## src/rtl/fifo_sample_averager_pkg.sv

```systemverilog
`default_nettype none
// ============================================================================
// Module      : fifo_sample_averager_pkg
// Description : Shared types and constants for the FIFO sample averager.
// Revision    : 1.0 - initial release
// ============================================================================
package fifo_sample_averager_pkg;

    localparam int c_SAMPLE_WIDTH = 8;

    typedef enum logic [1:0] {
        ST_IDLE    = 2'd0,
        ST_POP     = 2'd1,
        ST_CAPTURE = 2'd2,
        ST_EMIT    = 2'd3
    } avg_state_t;

    // Wide enough for WIN full-scale samples with no overflow.
    function automatic int sum_width(input int data_width, input int log2_win);
        return data_width + log2_win;
    endfunction

endpackage
`default_nettype wire

```

## src/rtl/fifo_sample_averager_window_mem.sv

```systemverilog
`default_nettype none
// ============================================================================
// Module      : avg_window_mem
// Description : WIN x DATA_WIDTH history register file, one sync write port,
//               one async read port and a synchronous clear-all.
// Revision    : 1.0 - initial release
// ============================================================================
module avg_window_mem
    import fifo_sample_averager_pkg::*;
#(
    parameter int DATA_WIDTH = c_SAMPLE_WIDTH,
    parameter int LOG2_WIN   = 2
) (
    input  logic                  clk2,
    input  logic                  i_clr,
    input  logic                  i_wr_en,
    input  logic [LOG2_WIN-1:0]   i_wr_idx,
    input  logic [DATA_WIDTH-1:0] i_wr_data,
    input  logic [LOG2_WIN-1:0]   i_rd_idx,
    output logic [DATA_WIDTH-1:0] o_rd_data
);

    localparam int c_DEPTH = 1 << LOG2_WIN;

    logic [DATA_WIDTH-1:0] r_entry [c_DEPTH];

    // Write beats clear so a sample can land in a window flushed the same edge.
    always_ff @(posedge clk2) begin
        for (int i = 0; i < c_DEPTH; i++) begin
            if (i_wr_en && (i_wr_idx == LOG2_WIN'(i))) begin
                r_entry[i] <= i_wr_data;
            end else if (i_clr) begin
                r_entry[i] <= '0;
            end
        end
    end

    assign o_rd_data = r_entry[i_rd_idx];

endmodule
`default_nettype wire

```

## src/rtl/fifo_sample_averager.sv

```systemverilog
`default_nettype none
// ============================================================================
// Module      : fifo_sample_averager
// Description : Pops samples from the CDC FIFO read port and emits a moving
//               average over 2^LOG2_WIN samples on a valid/ready output.
// Revision    : 1.0 - initial release
// ============================================================================
module fifo_sample_averager
    import fifo_sample_averager_pkg::*;
#(
    parameter int DATA_WIDTH = c_SAMPLE_WIDTH,
    parameter int LOG2_WIN   = 2
) (
    input  logic                  clk2,
    input  logic                  reset,
    input  logic                  clear,
    input  logic                  fifo_empty,
    input  logic [DATA_WIDTH-1:0] fifo_data,
    output logic                  fifo_rd_en,
    output logic [DATA_WIDTH-1:0] avg_data,
    output logic                  avg_valid,
    input  logic                  avg_ready,
    output logic                  win_full
);

    localparam int                c_SUM_W = sum_width(DATA_WIDTH, LOG2_WIN);
    localparam logic [LOG2_WIN:0] c_WIN   = {1'b1, {LOG2_WIN{1'b0}}};

    avg_state_t            r_state;
    avg_state_t            w_state_next;
    logic [c_SUM_W-1:0]    r_sum;
    logic [LOG2_WIN-1:0]   r_idx;
    logic [LOG2_WIN:0]     r_fill;
    logic                  r_win_full;
    logic [DATA_WIDTH-1:0] r_avg_data;

    logic [DATA_WIDTH-1:0] w_hist_rd;
    logic [DATA_WIDTH-1:0] w_oldest;
    logic [c_SUM_W-1:0]    w_base_sum;
    logic [c_SUM_W-1:0]    w_sum_next;
    logic [LOG2_WIN-1:0]   w_base_idx;
    logic [LOG2_WIN:0]     w_base_fill;
    logic [LOG2_WIN:0]     w_fill_next;
    logic                  w_full_next;
    logic                  w_capture;

    assign w_capture = (r_state == ST_CAPTURE);

    // A clear during capture means the new sample starts a fresh window.
    always_comb begin
        w_base_sum  = r_sum;
        w_base_idx  = r_idx;
        w_base_fill = r_fill;
        w_oldest    = w_hist_rd;
        if (clear) begin
            w_base_sum  = '0;
            w_base_idx  = '0;
            w_base_fill = '0;
            w_oldest    = '0;
        end
    end

    assign w_sum_next  = w_base_sum - {{LOG2_WIN{1'b0}}, w_oldest}
                                    + {{LOG2_WIN{1'b0}}, fifo_data};
    assign w_fill_next = (w_base_fill == c_WIN) ? c_WIN : (w_base_fill + 1'b1);
    assign w_full_next = (w_fill_next == c_WIN);

    avg_window_mem #(
        .DATA_WIDTH (DATA_WIDTH),
        .LOG2_WIN   (LOG2_WIN)
    ) u_window_mem (
        .clk2      (clk2),
        .i_clr     (reset | clear),
        .i_wr_en   (w_capture & ~reset),
        .i_wr_idx  (w_base_idx),
        .i_wr_data (fifo_data),
        .i_rd_idx  (r_idx),
        .o_rd_data (w_hist_rd)
    );

    always_ff @(posedge clk2) begin
        if (reset) begin
            r_state <= ST_IDLE;
        end else begin
            r_state <= w_state_next;
        end
    end

    always_comb begin
        w_state_next = r_state;
        case (r_state)
            ST_IDLE: begin
                if (!clear && !fifo_empty && !avg_valid) begin
                    w_state_next = ST_POP;
                end
            end
            ST_POP:     w_state_next = ST_CAPTURE;
            ST_CAPTURE: w_state_next = w_full_next ? ST_EMIT : ST_IDLE;
            ST_EMIT: begin
                if (clear || avg_ready) begin
                    w_state_next = ST_IDLE;
                end
            end
            default:    w_state_next = ST_IDLE;
        endcase
    end

    always_ff @(posedge clk2) begin
        if (reset) begin
            r_sum      <= '0;
            r_idx      <= '0;
            r_fill     <= '0;
            r_win_full <= 1'b0;
            r_avg_data <= '0;
        end else if (w_capture) begin
            r_sum      <= w_sum_next;
            r_idx      <= w_base_idx + 1'b1;
            r_fill     <= w_fill_next;
            r_win_full <= w_full_next;
            if (w_full_next) begin
                r_avg_data <= w_sum_next[c_SUM_W-1:LOG2_WIN];
            end
        end else if (clear) begin
            r_sum      <= '0;
            r_idx      <= '0;
            r_fill     <= '0;
            r_win_full <= 1'b0;
        end
    end

    assign fifo_rd_en = (r_state == ST_POP);
    assign avg_valid  = (r_state == ST_EMIT);
    assign avg_data   = r_avg_data;
    assign win_full   = r_win_full;

endmodule
`default_nettype wire
```

## config.mk

```make
export PLATFORM = sky130hd
export DESIGN_NAME = fifo_sample_averager
export DESIGN_NICKNAME = d
export VERILOG_FILES = /design/src/rtl/fifo_sample_averager_pkg.sv /design/src/rtl/fifo_sample_averager_window_mem.sv /design/src/rtl/fifo_sample_averager.sv
export SDC_FILE = /design/constraint.sdc
export NUM_CORES = 1
export LEC_CHECK = 0
export ABC_AREA = 1
export CORE_UTILIZATION = 59
export DETAILED_ROUTE_END_ITERATION = 10
export GPL_TIMING_DRIVEN = 1
export MAX_ROUTING_LAYER = met4
export PLACE_DENSITY_LB_ADDON = 0.2
export SLEW_MARGIN = 15
export SYNTH_ARGS = -nofsm -noshare
export SYNTH_HDL_FRONTEND = slang
export SYNTH_SLANG_ARGS = --single-unit
```

## constraint.sdc

```tcl
create_clock -name clk2 -period 3.13 [get_ports clk2]
set_input_delay 0.626 -clock clk2 [delete_from_list [all_inputs] [get_ports clk2]]
set_output_delay 0.626 -clock clk2 [all_outputs]
set_load 0.05 [all_outputs]
```

Word level (Yosys, flattened, before mapping)
Memories as Yosys holds them, arrays and structs flattened. A register that Yosys moved wholly into a read port is not among the register bits.
Index checks and enable logic that the tools add are counted.
{"block": "word_totals", "elab_cells": 79, "latchBits": 0, "memories": 1, "output_inout_bits": 11, "ff_bits": 26, "in_bits": 13, "mem_bits_ro": 0, "ram_bits": 32}
{"memory": "u_window_mem.r_entry", "words": 4, "width": 8, "read_ports": 1, "rd_clocked_by_memory_dff": 1, "write_ports": 4, "line": "fifo_sample_averager_window_mem.sv:25", "source": "logic [DATA_WIDTH-1:0] r_entry [c_DEPTH];"}
{"block": "classes", "shifts": 0, "n_mux": 36, "n_addsub": 4, "n_mul": 0, "reduce_logical": 15, "eq_ne": 10, "div_mod_pow": 0, "order_cmp": 0, "bitwise_logic": 7}
{"operator": "$mux 8", "n": 5}
{"operator": "$mux 10", "n": 2}
{"operator": "$mux 1", "n": 19}
{"operator": "$mux 2", "n": 6}
{"operator": "$add 10x8->10", "n": 1}
{"operator": "$sub 10x8->10", "n": 1}
{"operator": "$mux 3", "n": 3}
{"operator": "$eq 2x2->1 const B", "n": 4}
{"operator": "$pmux 2 s4", "n": 1}
{"operator": "$eq 3x3->1 const B", "n": 2}
{"operator": "$logic_and 1x1->1", "n": 6}
{"operator": "$or 1x1->1", "n": 5}
{"operator": "$eq 2x1->1 const B", "n": 2}
{"operator": "$logic_not 2->1", "n": 2}
{"operator": "$reduce_and 2->1", "n": 2}
{"operator": "$add 3x1->3 const B", "n": 1}
{"operator": "$logic_not 1->1", "n": 3}
{"operator": "$add 2x1->2 const B", "n": 1}
{"operator": "$ne 2x1->1 const B", "n": 1}
{"operator": "$ne 2x2->1 const B", "n": 1}
{"operator": "$reduce_bool 2->1", "n": 1}
{"operator": "$and 1x1->1", "n": 1}
{"operator": "$logic_or 1x1->1", "n": 1}
{"operator": "$not 1->1", "n": 1}

Longest topological paths before layout
Gate-level depths: netlist (run 1).
{"block": "logic_depth", "ltp_word": 6, "mapped_depth": 20, "mapped_depth_nobuf": 18}

Modules after synthesis
From an unflattened synthesis (run 1), not the netlist that was laid out.
{"block": "hier_totals", "hier_cells": 493, "hier_area_um2": 3554.7}
{"module": "fifo_sample_averager", "area_each_um2": 1918.1, "n_inst": 1, "seq_area_each_um2": 520.5, "cells_per_inst": 294}
{"module": "avg_window_mem", "area_each_um2": 1636.6, "n_inst": 1, "seq_area_each_um2": 880.8, "cells_per_inst": 199}

Worst setup path after synthesis (run 1)
No wires, ideal clock.
{"block": "synth_path", "path_type": "register -> register", "startpoint": "register, netlist name r_idx[0]", "endpoint": "register r_sum[8]", "slack_ps": 385, "n_path_buf": 2, "stages_incl_launch_ff": 17, "arrival_ps": 2636, "setup_time_ps": 109, "required_time_ps": 3021, "period_less_slack_ps": 2745, "path_cell_list": "dfxtp_1 > buf_2 > buf_1 > nor2_1 > nor2_1 > o21ai_0 > a21oi_1 > fa_1 > fa_1 > o21ai_1 > nand2_1 > nand2_1 > nand2_1 > nand2_1 > nand2_1 > nand2_1 > inv_1"}
{"element": "end signal: assignment", "line": "fifo_sample_averager.sv:116", "source": "r_sum <= w_sum_next;"}
{"element": "end: declaration", "line": "fifo_sample_averager.sv:31", "source": "logic [c_SUM_W-1:0] r_sum;"}

Final worst setup path (run 1)
{"block": "layout_path", "startpoint": "input port clear", "endpoint": "register r_sum[8]"}
{"block": "layout_between", "elab_chain_len": 4, "elab_cells_between_ends": 5, "cone_classes": "add/sub: 2; mux: 3"}
{"element": "start: declaration", "line": "fifo_sample_averager.sv:16", "source": "input logic clear,"}
{"element": "$mux 10 / $mux 8 (equally long branches)", "line": "fifo_sample_averager.sv:55", "source": "if (clear) begin"}
{"element": "$sub 10x8->10", "line": "fifo_sample_averager.sv:63", "source": "assign w_sum_next = w_base_sum - {{LOG2_WIN{1'b0}}, w_oldest}"}
{"element": "$add 10x8->10", "line": "fifo_sample_averager.sv:64", "source": "+ {{LOG2_WIN{1'b0}}, fifo_data};"}
{"element": "$mux 10 (*)", "line": "fifo_sample_averager.sv:115", "source": "end else if (w_capture) begin"}
Every way passes the cells marked *; elsewhere a longest branch is shown, timed or not.
A chain may end at the register's enable or synchronous reset.

==> results_dict.tcl, run 1 <==
set metrics [dict create \
    avgViaCountPerCell 5.30 \
    fin_crit_sh 0.931 \
    htree_levels 3 \
    yosysUniqueCellTypes 29 \
    dr.pass1.iters 5 \
    fin_area_sq_mm 0.00395 \
    fin_nets 511 \
    floorplan.initialDensity 0.626 \
    wl_met1_mm 3.32 \
    wl_met3_um 475 \
    p_leak_nw 1.82 \
    die_h_um 76.3 \
    path_common_cell "nand2_1" \
    place_congestion 0.898 \
    place_inst 533 \
    rr_startpoint "r_idx[0]" \
    root_buffer "clkbuf_8" \
    postCtsResizedCells 0 \
    critical_path.endpoint_type "flip-flop" \
    die_w_um 76.3 \
    cts_buffer_depth 2 \
    ir_drop_v 0.000352 \
    hp-class "flip-flop to flip-flop" \
    crit_start "clear" \
    layout-drive-gt1-share 0.127 \
    avgSynthCellArea_sq_um 7.65 \
    antenna_cells 0 \
    worst_pin_slew_ps 592 \
    place_area_sq_mm 0.00372 \
    ys_warn_count 0 \
    fmax_mhz 343 \
    power.total_mw 2.03 \
    post-cts-setup-buffers 0 \
    drc 0 \
    outcome "finished, final reports clean" \
    critPathBufInv 5 \
    ys_ff_latch 58 \
    path_cells "clkdlybuf4s50_1 -> buf_4 -> a21oi_1 -> ha_1 -> inv_1 -> ha_1 -> inv_1 -> fa_1 -> o21ai_2 -> nand2_1 -> nand2_1 -> nand2_1 -> nand2_1 -> nand2_1 -> nand2_1 -> inv_1" \
    synth_cells 426 \
    instances_no_fill 549 \
    rsz0062_at_grt "false" \
    wl_mm 7.70 \
    hpwl_mm 5.65 \
    finalSetupViolCount 0 \
    cts_tree "done" \
    synth_area_sq_mm 0.00326 \
    yosysSeqAreaShare 0.430 \
    numCtsBuffers 9 \
    core_area_sq_mm 0.00520 \
    path_class "input pin to flip-flop" \
    drv_cap 0 \
    clock_skew_ps 7.67 \
    syn2layout_area_growth_pct 21.0 \
    grt_use_total 0.297 \
    drt_iter0_drc 177 \
    min_from "win_full" \
    clock-sinks 58 \
    dp_slack_ps -133 \
    drv_slew 0 \
    highest_layer "met4" \
    antenna_found_initial 0 \
    synthesis.nets 463 \
    grt_pass1_vias 2806 \
    hold_viol 0 \
    clk_pin_slew_ps 60 \
    cp_slowest_cell "clkdlybuf4s50_1" \
    postRouteAntennaNets 0 \
    cp_top_family "buffers and inverters" \
    wl_per_cell_um 14.0 \
    start_kind "input pin" \
    relSlewSlack 0.605 \
    grt_max_degree 20 \
    holdBufCountCts 0 \
    io_pins 24 \
    cp_max_fo 9 \
    arrival_ps 3160 \
    num_vias 2908 \
    clk_latency_ps 340 \
    period_minus_slack_ps 2920 \
    wl_met2_mm 3.73 \
    grt_pass1_wl_mm 12.9 \
    design.die.area_sq_mm 0.00583 \
    power_density_mw_per_mm2 515 \
    rows 26 \
    critPathRequiredTime_ps 3370 \
    port_buffers 23 \
    grt-ovfl-total 0 \
    cpPeakStageDelay_ps 590 \
    setup_ws_ps 214 \
]
-- state kept, by name, summed over array words and instances, names as in the netlist --
name and cells:
avg_data 8, r_fill 3, r_idx 2, r_state 2
r_sum 10, u_window_mem.r_entry 32, win_full 1
-- kinds of logic (layout without fill, tap and decap cells) --
logic type / Yosys count / after routing / synth area share
flip-flops: 58 / 58 / 0.430
adder cells (fa/ha/maj): 24 / 24 / 0.111
XOR/XNOR: 3 / 3 / 0.00806
AND/OR/NAND/NOR: 182 / 182 / 0.226
AO/OA/AOI/OAI: 82 / 82 / 0.132
buffers and inverters: 77 / 130 / 0.0929
-- power by group --
part / leakage (nW) / total, mW / internal, mW / switching (mW)
clock network: 0.104 / 0.742 / 0.442 / 0.299
logic: 1.18 / 0.453 / 0.183 / 0.271
registers: 0.541 / 0.838 / 0.823 / 0.0142
total: 1.82 / 2.03 / 1.45 / 0.584
-- routing by layer --
layer / vias to the layer above / global-route usage
met5: - / -
met2: 87 / 0.476
met3: 15 / 0.0611
met4: 0 / 0.113
met1: 1354 / 0.370
li1: 1452 / -
-- cell usage in the layout (no fill, tap or decap), types with 2 or more instances in the layout --
cell type,synthesis,routed
xor2_1,2,2
clkinv_1,1,2
buf_4,0,29
nor2_2,2,2
o21ai_1,15,14
a21oi_1,42,41
inv_1,53,53
clkinv_2,0,2
nand3_1,15,15
nor2_1,86,86
nand3b_1,3,3
inv_2,8,7
edfxtp_1,24,24
a21oi_2,3,4
dfxtp_1,34,33
fa_1,8,8
o21ai_0,18,18
clkbuf_8,0,9
ha_1,16,16
nor2_4,2,2
nand2_1,72,72
clkdlybuf4s50_1,0,23
bufinv_16,0,2
-- Yosys cell counts, drive strengths merged --
master,count,area share
nand3b,3,0.0069
nand4,1,0.0019
fa,8,0.049
o21bai,1,0.0023
buf,9,0.015
clkbuf,6,0.0069
nor2,90,0.11
a211oi,1,0.0023
a21oi,45,0.073
xnor2,1,0.0027
xor2,2,0.0054
a21o,1,0.0023
nand2,72,0.083
inv,61,0.070
o22ai,1,0.0019
and3,1,0.0019
clkinv,1,0.0012
nand3,15,0.023
dfxtp,34,0.21
edfxtp,24,0.22
ha,16,0.061
o21ai,33,0.051
-- worst min-delay path: stages (launching register included) --
cell,delay (ps)
dfxtp_1,310
nand3_1,70
o21ai_1,70
-- final cells by class --
type | count | area (sq um)
Tap cell | 70 | 87.6
Clock inverter | 6 | 81.3
Multi-Input combinational cell | 291 | 1560
Clock buffer | 10 | 128
Fill cell | 397 | 1260
Timing Repair Buffer | 52 | 448
Sequential cell | 58 | 1400
Inverter | 62 | 235
-- metrics by stage --
stage | util | hold slack (ps) | TNS, ps
detailed placement | 0.716 | 496 | -871
floorplan | - | 449 | 0
finish | 0.758 | 496 | 0
CTS | 0.756 | 507 | 0
global placement | 0.716 | 475 | -305
global route | 0.758 | 539 | 0
-- path summary, 6_finish.rpt --
kind                                  to  slack [ps]  depth (start not counted)
worst max-delay path            r_sum[8]         210                         16
worst min-delay path            win_full         500                          2
worst max register to register  r_sum[7]         240                         14
worst min register to register  win_full         500                          2
Power figures use the tool's default switching activity.
==> inputs of run 2 (changes only) <==
--- a/config.mk
+++ b/config.mk
@@ -7,6 +7,7 @@
 export LEC_CHECK = 0
 export ABC_AREA = 1
 export CORE_UTILIZATION = 59
+export CTS_CLUSTER_SIZE = 25
 export DETAILED_ROUTE_END_ITERATION = 10
 export GPL_TIMING_DRIVEN = 1
 export MAX_ROUTING_LAYER = met4
==> results of run 2 <==
No change in the layout: final DEF, timing and power equal those of run 1.
==> inputs of run 3 (changes only) <==
--- a/config.mk
+++ b/config.mk
@@ -6,7 +6,10 @@
 export NUM_CORES = 1
 export LEC_CHECK = 0
 export ABC_AREA = 1
-export CORE_UTILIZATION = 59
+export CELL_PAD_IN_SITES_DETAIL_PLACEMENT = 2
+export CELL_PAD_IN_SITES_GLOBAL_PLACEMENT = 2
+export CORE_MARGIN = 3
+export CORE_UTILIZATION = 34
 export CTS_CLUSTER_SIZE = 25
 export DETAILED_ROUTE_END_ITERATION = 10
 export GPL_TIMING_DRIVEN = 1
==> run 3 against run 2 <==
  * Highest routed layer unchanged
  * Sequential cell count unchanged
  * Critical path depth down 4
  * Combinational power up 5.1%
  * Final cell count up 12%
==> results_dict.tcl, run 3 (synthesized netlist as in run 1, its figures left out) <==
set metrics [dict create \
    outcome "finished, final reports clean" \
    relSlewSlack 0.628 \
    hp-class "flip-flop to flip-flop" \
    worst_pin_slew_ps 556 \
    swShare 0.329 \
    clk_pin_slew_ps 70 \
    whs_path_depth 2 \
    fmax_mhz 337 \
    io_pins 24 \
    wl_per_cell_um 17.0 \
    cp_top_family "buffers and inverters" \
    avgViaCountPerCell 4.88 \
    layout_common_cells "85 x nor2_1, 72 x nand2_1, 53 x inv_1, 41 x a21oi_1, 35 x buf_4" \
    dp_slack_ps -258 \
    die_h_um 104 \
    finalSetupViolCount 0 \
    setup_ws_ps 166 \
    reg2reg_depth 13 \
    drc 0 \
    num_vias 3006 \
    instances_no_fill 616 \
    grt_use_total 0.210 \
    hold_end "win_full" \
    power_frac_comb 0.243 \
    rows 35 \
    floorplan.initialDensity 0.351 \
    final_common_cell "nor2_1" \
    reg2reg_slack_ps 180 \
    fin_crit_sh 0.947 \
    dr.pass1.iters 4 \
    port_buffers 23 \
    die_w_um 104 \
    place_congestion 0.773 \
    hold_viol 0 \
    wl_mm 10.5 \
    cp_max_fo 11 \
    clock-sinks 58 \
    cp_slowest_cell "clkdlybuf4s50_1" \
    cpPeakStageDelay_ps 500 \
    internal_power_mw 1.32 \
    largest_reg_flops 32 \
    antenna_found_initial 0 \
    hold_ws_ps 485 \
    place_inst 600 \
    largest_register "u_window_mem.r_entry" \
    power_density_mw_per_mm2 482 \
    hpwl_mm 7.95 \
    antenna_cells 0 \
    fin_nets 519 \
    fin_area_sq_mm 0.00407 \
    clock_skew_ps 11.5 \
    post-cts-setup-buffers 0 \
    drt_iter0_drc 73 \
    start_kind "input pin" \
    clk_latency_ps 350 \
    root_buffer "clkbuf_8" \
    place_area_sq_mm 0.00387 \
    design.die.area_sq_mm 0.0108 \
    critPathBufInv 4 \
    min_from "win_full" \
    p_leak_nw 1.85 \
    grt_pass1_wl_mm 17.5 \
    critPathRequiredTime_ps 3370 \
    critical_path.endpoint_type "flip-flop" \
    r2r-end "r_sum[6]" \
    ir_drop_v 0.000273 \
    postRouteAntennaNets 0 \
    syn2layout_area_growth_pct 24.8 \
    drv_slew 0 \
    rr_startpoint "r_idx[0]" \
    arrival_ps 3200 \
    path_cells "clkdlybuf4s50_1 -> inv_4 -> nand2_1 -> fa_1 -> inv_1 -> ha_1 -> nand2_1 -> nand3_1 -> buf_4 -> xor2_1 -> nor2_1 -> nor2_1" \
    grt-ovfl-total 0 \
    layout-drive-gt1-share 0.148 \
    core_area_sq_mm 0.00928 \
    numCtsBuffers 9 \
    cts_tree "done" \
    period_minus_slack_ps 2960 \
    cts_buffer_depth 2 \
    grt_max_degree 20 \
    htree_levels 3 \
    path_class "input pin to flip-flop" \
    grt_pass1_vias 3422 \
    drv_cap 0 \
    pwr-share-clk 0.330 \
    power_switching_mw 0.645 \
    rsz0062_at_grt "false" \
    pwr-share-seq 0.427 \
]
## run 3: timing repair
action                                  4_1_cts  5_1_grt
endpoints found under the setup margin        0       10
hold buffers                                  0        0
resized for setup                             0        6
## run 3: layer usage
| layer | track usage | wire [um] |
|---|---|---|
| met5 | - | 0 |
| met4 | 0.0532 | 114 |
| met3 | 0.0348 | 187 |
| met1 | 0.233 | 4510 |
| met2 | 0.390 | 5680 |
## run 3: final cells by class
class,count,area (sq um)
clock buffers,10,138
clock inverters,6,41.3
fillers,1104,5220
inverters,62,235
multi-input cells,291,1570
flip-flops and latches,58,1400
well taps,129,161
repair buffers,60,524
## run 3: power by group through the flow
stage | clock network (mW) | registers [mW] | logic [mW]
finish | 0.647 | 0.838 | 0.476
global route | 0.697 | 0.842 | 0.537
CTS | 0.671 | 0.838 | 0.476
detailed placement | 0 | 0.855 | 0.467
global placement | 0 | 0.852 | 0.446
floorplan | 0 | 0.848 | 0.282
## run 3: worst max-delay path by stage
stage,startpoint,end,slack [ps],cells after the start
after detailed placement,clear,r_sum[8],-260,13
final,clear,avg_data[1],170,12
after global routing,clear,avg_data[1],7,12
after global placement,clear,r_sum[8],-130,13
after CTS,r_idx[0],r_sum[6],6,13
after floorplan,r_idx[0],r_sum[8],380,16
## run 3: tightest hold or removal path: stages (launching register included)
cell	delay, ps
dfxtp_1	310
nand3_1	70
o21ai_1	60
## run 3: per-stage QoR
step / utilization / power, mW / TNS [ps]
floorplan: - / 1.13 / 0
CTS: 0.436 / 1.99 / 0
global route: 0.438 / 2.08 / 0
global placement: 0.417 / 1.30 / -768
finish: 0.438 / 1.96 / 0
detailed placement: 0.417 / 1.32 / -2090
